[config.mk]
export PLATFORM = sky130hd
export DESIGN_NAME = hier_leaf_stream_fifo
export DESIGN_NICKNAME = d
export VERILOG_FILES = /design/src/rtl/hier_leaf_stream_fifo.sv
export SDC_FILE = /design/constraint.sdc
export NUM_CORES = 1
export LEC_CHECK = 0
export ABC_AREA = 0
export CORE_UTILIZATION = 40
export DETAILED_ROUTE_END_ITERATION = 16
export PLACE_DENSITY_LB_ADDON = 0.05
export SLEW_MARGIN = 15
export SYNTH_ARGS = -nofsm -noshare
export SYNTH_HDL_FRONTEND = slang
export SYNTH_SLANG_ARGS = --single-unit
[constraint.sdc]
create_clock -name clk -period 4 [get_ports clk]
set_clock_uncertainty 0.15 [all_clocks]
set_input_delay 0.4 -clock clk [delete_from_list [all_inputs] [get_ports clk]]
set_output_delay 0.4 -clock clk [all_outputs]
set_load 0.01 [all_outputs]
[src/rtl/hier_leaf_stream_fifo.sv]
// Leaf stream buffer: first-word-fall-through valid/ready FIFO with packet
// framing, drained-packet counter and sticky framing-error flag.
module hier_leaf_stream_fifo #(
  parameter int DATA_W = 8,
  parameter int DEPTH  = 4,
  parameter int CNT_W  = 16
) (
  input  logic                       clk,
  input  logic                       rst,
  input  logic                       in_valid,
  output logic                       in_ready,
  input  logic [DATA_W-1:0]          in_data,
  input  logic                       in_last,
  output logic                       out_valid,
  input  logic                       out_ready,
  output logic [DATA_W-1:0]          out_data,
  output logic                       out_last,
  output logic [$clog2(DEPTH):0]     level,
  output logic [CNT_W-1:0]           pkt_count,
  output logic                       pkt_done,
  output logic                       frame_err
);
  localparam int AW = $clog2(DEPTH);
  localparam int LW = AW + 1;
  localparam logic [LW-1:0] FULL = LW'(DEPTH);

  typedef enum logic {IDLE, IN_PKT} state_t;

  logic [DEPTH-1:0][DATA_W-1:0] mem;
  logic [DEPTH-1:0]             last_mem;
  logic [AW-1:0]                wr_ptr, rd_ptr;
  logic [LW-1:0]                level_q;
  logic                         rst_d;
  state_t                       state_q, state_d;
  logic                         push, pop;

  // Handshake flags depend only on registered occupancy.
  assign in_ready  = (level_q != FULL);
  assign out_valid = (level_q != '0);
  assign push      = in_valid && in_ready;
  assign pop       = out_valid && out_ready;
  assign out_data  = mem[rd_ptr];
  assign out_last  = last_mem[rd_ptr];
  assign level     = level_q;

  always_comb begin
    state_d = state_q;
    if (push) state_d = in_last ? IDLE : IN_PKT;
  end

  always_ff @(posedge clk) begin
    if (rst) begin
      mem       <= '0;
      last_mem  <= '0;
      wr_ptr    <= '0;
      rd_ptr    <= '0;
      level_q   <= '0;
      state_q   <= IDLE;
      pkt_count <= '0;
      pkt_done  <= 1'b0;
      frame_err <= 1'b0;
      rst_d     <= 1'b1;
    end else begin
      rst_d    <= 1'b0;
      state_q  <= state_d;
      pkt_done <= pop && out_last;
      if (push) begin
        mem[wr_ptr]      <= in_data;
        last_mem[wr_ptr] <= in_last;
        wr_ptr           <= wr_ptr + AW'(1);
      end
      if (pop) rd_ptr <= rd_ptr + AW'(1);
      case ({push, pop})
        2'b10:   level_q <= level_q + LW'(1);
        2'b01:   level_q <= level_q - LW'(1);
        default: level_q <= level_q;
      endcase
      if (pop && out_last) pkt_count <= pkt_count + CNT_W'(1);
      // Last beat right out of reset, or a zero-payload single-beat packet,
      // marks an empty packet.
      if (push && in_last && (rst_d || (state_q == IDLE && in_data == '0)))
        frame_err <= 1'b1;
    end
  end
endmodule

# Word-level counts from Yosys, hierarchy flattened
# Cells that the tools add are included.
# Widths: inputs -> output; s select.
[totals]
register_bits = 63
latchBits = 0
ram_bits = 0
mem_bits_ro = 0
in_bits = 13
wordCells = 49
memories = 0
[op_classes]
n_addsub = 5
mul = 0
div = 0
order_cmp = 3
eq_ne = 3
shift = 0
mux = 13
bitwise = 1
n_reduce_logical = 11
[op_table]
columns = ["operator", "count"]
rows = [
  ["$bwmux 32", 1],
  ["$add 16x1->16 const B", 1],
  ["$bmux 8 s2", 1],
  ["$demux 8 s2", 1],
  ["$mux 8", 2],
  ["$logic_not 8->1", 1],
  ["$logic_and 1x1->1", 7],
  ["$lt 2x3->1 const B", 2],
  ["$pmux 3 s2", 1],
  ["$add 2x1->2 const B", 2],
  ["$bwmux 4", 1],
  ["$mux 1", 4],
  ["$add 3x1->3 const B", 1],
  ["$ne 3x3->1 const B", 1],
  ["$reduce_bool 3->1", 1],
  ["$sub 3x1->3 const B", 1],
  ["$bmux 1 s2", 1],
  ["$demux 1 s2", 1],
  ["$eq 2x1->1 const B", 1],
  ["$eq 2x2->1 const B", 1],
  ["$ge 2x1->1 const B", 1],
  ["$reduce_bool 2->1", 1],
  ["$logic_or 1x1->1", 1],
  ["$not 1->1", 1],
]

# Depth between registers and ports, before layout
[logic_depth]
word_depth = 5
mapped_depth = 9
ltp_nobuf = 8

# Least setup slack after synthesis
# No wires, ideal clock.
[synth_timing]
path_type = "reg2reg"
start = "register level_q[2], in the netlist level[2]"
end = "register level_q[2], in the netlist level[2]"
setup_time_ns = 0.070
t_arrival_ns = 2.393
required_time_ns = 3.780
slack_ns = 1.386
path_stages_with_launch = 10
path_buffers = 1
period_less_slack_ns = 2.614
cell_sequence = "dfxtp_1 -> or3b_2 -> clkbuf_1 -> nand2_1 -> ha_1 -> inv_1 -> fa_1 -> xor2_1 -> or3_1 -> a21oi_1"
[synth_between]
elab_chain_cells = 4
elab_cells_between_ends = 10
[synth_rtl]
columns = ["item", "line_no", "source"]
rows = [
  ["from (decl)", "32", "logic [LW-1:0] level_q;"],
  ["from (signal assigned)", "74", "2'b10: level_q <= level_q + LW'(1);"],
  ["from (signal assigned)", "75", "2'b01: level_q <= level_q - LW'(1);"],
  ["from (signal assigned)", "76", "default: level_q <= level_q;"],
  ["$ne 3x3->1 (*)", "38", "assign in_ready = (level_q != FULL);"],
  ["named net in_ready", "11", "output logic in_ready,"],
  ["$logic_and 1x1->1 (*)", "40", "assign push = in_valid && in_ready;"],
  ["$eq 2x1->1 or $eq 2x2->1 (tied branches)", "73", "case ({push, pop})"],
  ["$pmux 3 s2 or $reduce_bool 2->1 (tied branches)", "-", ""],
]
# The timed path passes the listed nets; every way through them passes the cells marked *.
# A chain may end at the register's enable or synchronous reset.

# Worst setup path in the final report
[layout_timing]
start = "register rd_ptr[0]"
end = "output out_last"
[layout_between]
elab_chain_cells = 2
[layout_rtl]
columns = ["item", "line_no", "source"]
rows = [
  ["from (decl)", "31", "logic [AW-1:0] wr_ptr, rd_ptr;"],
  ["from (signal assigned)", "72", "if (pop) rd_ptr <= rd_ptr + AW'(1);"],
  ["$bmux 1 s2", "43", "assign out_last = last_mem[rd_ptr];"],
  ["$mux 1 (implied by the code)", "43", ""],
  ["to (decl)", "17", "output logic out_last,"],
]
# No other way between the ends. The select of a mux whose other input is x is not followed.

==> metrics <==
area leader, netlist dfxtp_1; vias slightly above 2,000; Final period util 72.71%; postcts setup bufs 0; synthesized area per cell around 10 um2; std cell rows 29; via/cell ratio 5.142; cells after synthesis approximately 270; DRC violations left 0; Sequential Power Share about 44%; Detailed Place HPWL around 3800 um; Post-synth top cells dfxtp_1, nor2_1, mux2i_1, a21oi_1; CTS tree yes; PwrDens 510.2 mW/mm2; port bufs between 40 and 50; Ys Warns 0; total track usage ~18%; Least-Margin Pin Slew between 0.7 and 0.8 ns; Max clock buf depth 2; setup TNS 0 ns; final setup violation count 0; # IOs between 40 and 50; Hold Fails Final Rpt 0; DR pass1 iterations 10; CP max FO 11; Max Cap Viol 0; Num Clock Sinks 63; number of inserted diodes 0; Critical Path RT between 3 and 4 ns; Worst-Skew Late Latency 0.34 ns; cts hold-fix bufs 0; Die Y between 80 and 90 um; synth top area cells dfxtp_1, mux2i_1, mux4_2, nor2_1, ha_1; RSZ-0062 raised after global routing false; Worst Path Arrival between 2 and 2.5 ns; Resized cells post-CTS 0; gr ovfl total 0; Root Buffer clkbuf_8; P_int around 1200 uW; DRT iter0 DRCs 94; register area share after synthesis a little under half; Max Slew Vio Count 0; DIE AREA 0.007179 mm2; number of global-route vias before repair between 1,500 and 2,000; Switching Share between 20 and 30%; initial core utilization a little over two fifths; top_reg_cell synth dfxtp_1; Peak Freq about 340 MHz; Slew HR 49.74%; Worst VDD drop between 0.2 and 0.3 mV; library cells used by synthesis 34; Worst Hold Class register to register; outcome complete, no violations; pin count of the biggest net entering global routing a little over 40; Synth Net Count just under 300; core area 0.006495 mm2; Net Sw Power roughly 510 uW; first-pass GRT wire length between 9000 and 10,000 um; Clk network pwr share 32.0%; CP Capture Type output port; H-tree depth 3; number of synthesized register bits 63; Detail Route Antenna Nets 0; Cell Area, Synth around 0.0027 mm2; share of layout cells above drive strength 1 9.494%; number of antenna violations at the first check in global routing 0; number of synthesized flops with an enable pin 0; FILL cells roughly 610; Routed wire per std cell about 15 um; Chip Width approximately 85 um; crit path kind register to output port; total routed wirelength roughly 5900 um; fin util between 50% and 60%; Comb power frac around a quarter; Setup crit start kind register; fin nets approximately 330; top-area cell type share of the netlist area a little under half; Num CTS Buffers 9; Tmin final just under 3 ns; Final Power 1732 uW; Final GP Congestion 0.7527; count leader, synth dfxtp_1; Synth-to-Final Area Change 23.99%; leakage 0.001436 uW; FFs w/ async S/R, synth 0%; Worst-path clk slew 0.07 ns
logic make-up after synthesis:
kind of cell	share of synthesized area (%)
and+or+nand+nor	16.41
muxes	20.98
DFF	46.07
adders and majority gates	3.473
AOI/OAI and AO/OA	6.033
buffers and inverters	3.839
xor gates and xnor gates	3.199
area by class of cell:
| cell class | count | area, um2 | share of cell area, % |
|---|---|---|---|
| Timing Repair Buffer | 45 | 442.9 | 13.05 |
| Tap cell | 77 | 96.34 | 2.838 |
| Multi-Input combinational cell | 186 | 1371 | 40.40 |
| Sequential cell | 63 | 1261 | 37.15 |
| Clock inverter | 4 | 45.04 | 1.327 |
| Clock buffer | 11 | 151.4 | 4.460 |
| Inverter | 7 | 26.28 | 0.7740 |
sequential cells by signal, indices dropped and copies added (netlist names):
signal,flops
level,3
state_q,1
mem,32
frame_err,1
rd_ptr,2
pkt_count,16
rst_d,1
pkt_done,1
wr_ptr,2
last_mem,4
path summary, 6_finish.rpt:
path,startpoint,endpoint,slack (ns),cells after the start
setup / recovery,rd_ptr[0],out_last,1.09,2
hold / removal,frame_err,frame_err,0.33,2
setup reg to reg,level[2],level[2],1.36,8
hold reg to reg,frame_err,frame_err,0.33,2
worst max-delay path, cell delays in order, from the launching register on:
cell	delay (ns)
dfxtp_1	0.81
mux4_2	0.69
clkdlybuf4s50_1	0.52
stage by stage:
stage	hold slack [ns]	cells	area, um2	worst slack, ns
2_1_floorplan	0.2777	274	2738	1.386
3_3_place_gp	0.3072	378	3198	1.262
3_5_place_dp	0.3251	378	3198	1.213
4_1_cts	0.3399	393	3395	1.043
5_1_grt	0.3711	393	3395	0.9389
6_report	0.3316	393	3395	1.092
placed cells by master (no fill, tap or decap), types with 6 or more instances in the layout:
| cell | instances |
|---|---|
| or3_1 | 7 |
| mux2i_1 | 36 |
| nand3_1 | 10 |
| o21ai_0 | 6 |
| dfxtp_1 | 63 |
| ha_1 | 6 |
| a21oi_1 | 14 |
| clkdlybuf4s50_1 | 43 |
| nand2_1 | 8 |
| xor2_1 | 8 |
| mux4_2 | 9 |
| clkbuf_8 | 11 |
| nor2_1 | 51 |
| inv_1 | 7 |
routing by layer:
layer	GRT usage [%]	part of all wire (%)
met4	9.707	2.0
met3	4.130	2.8
met2	26.68	44
met5	0	0
met1	25.76	52
power by group through the flow:
| stage | clock network (uW) | logic (uW) | registers [uW] |
|---|---|---|---|
| global route | 603 | 464 | 769 |
| detailed placement | 0 | 423 | 772 |
| finish | 554 | 421 | 757 |
| CTS | 567 | 426 | 758 |
| global placement | 0 | 418 | 770 |
| floorplan | 0 | 303 | 733 |
Power figures use the tool's default switching activity.
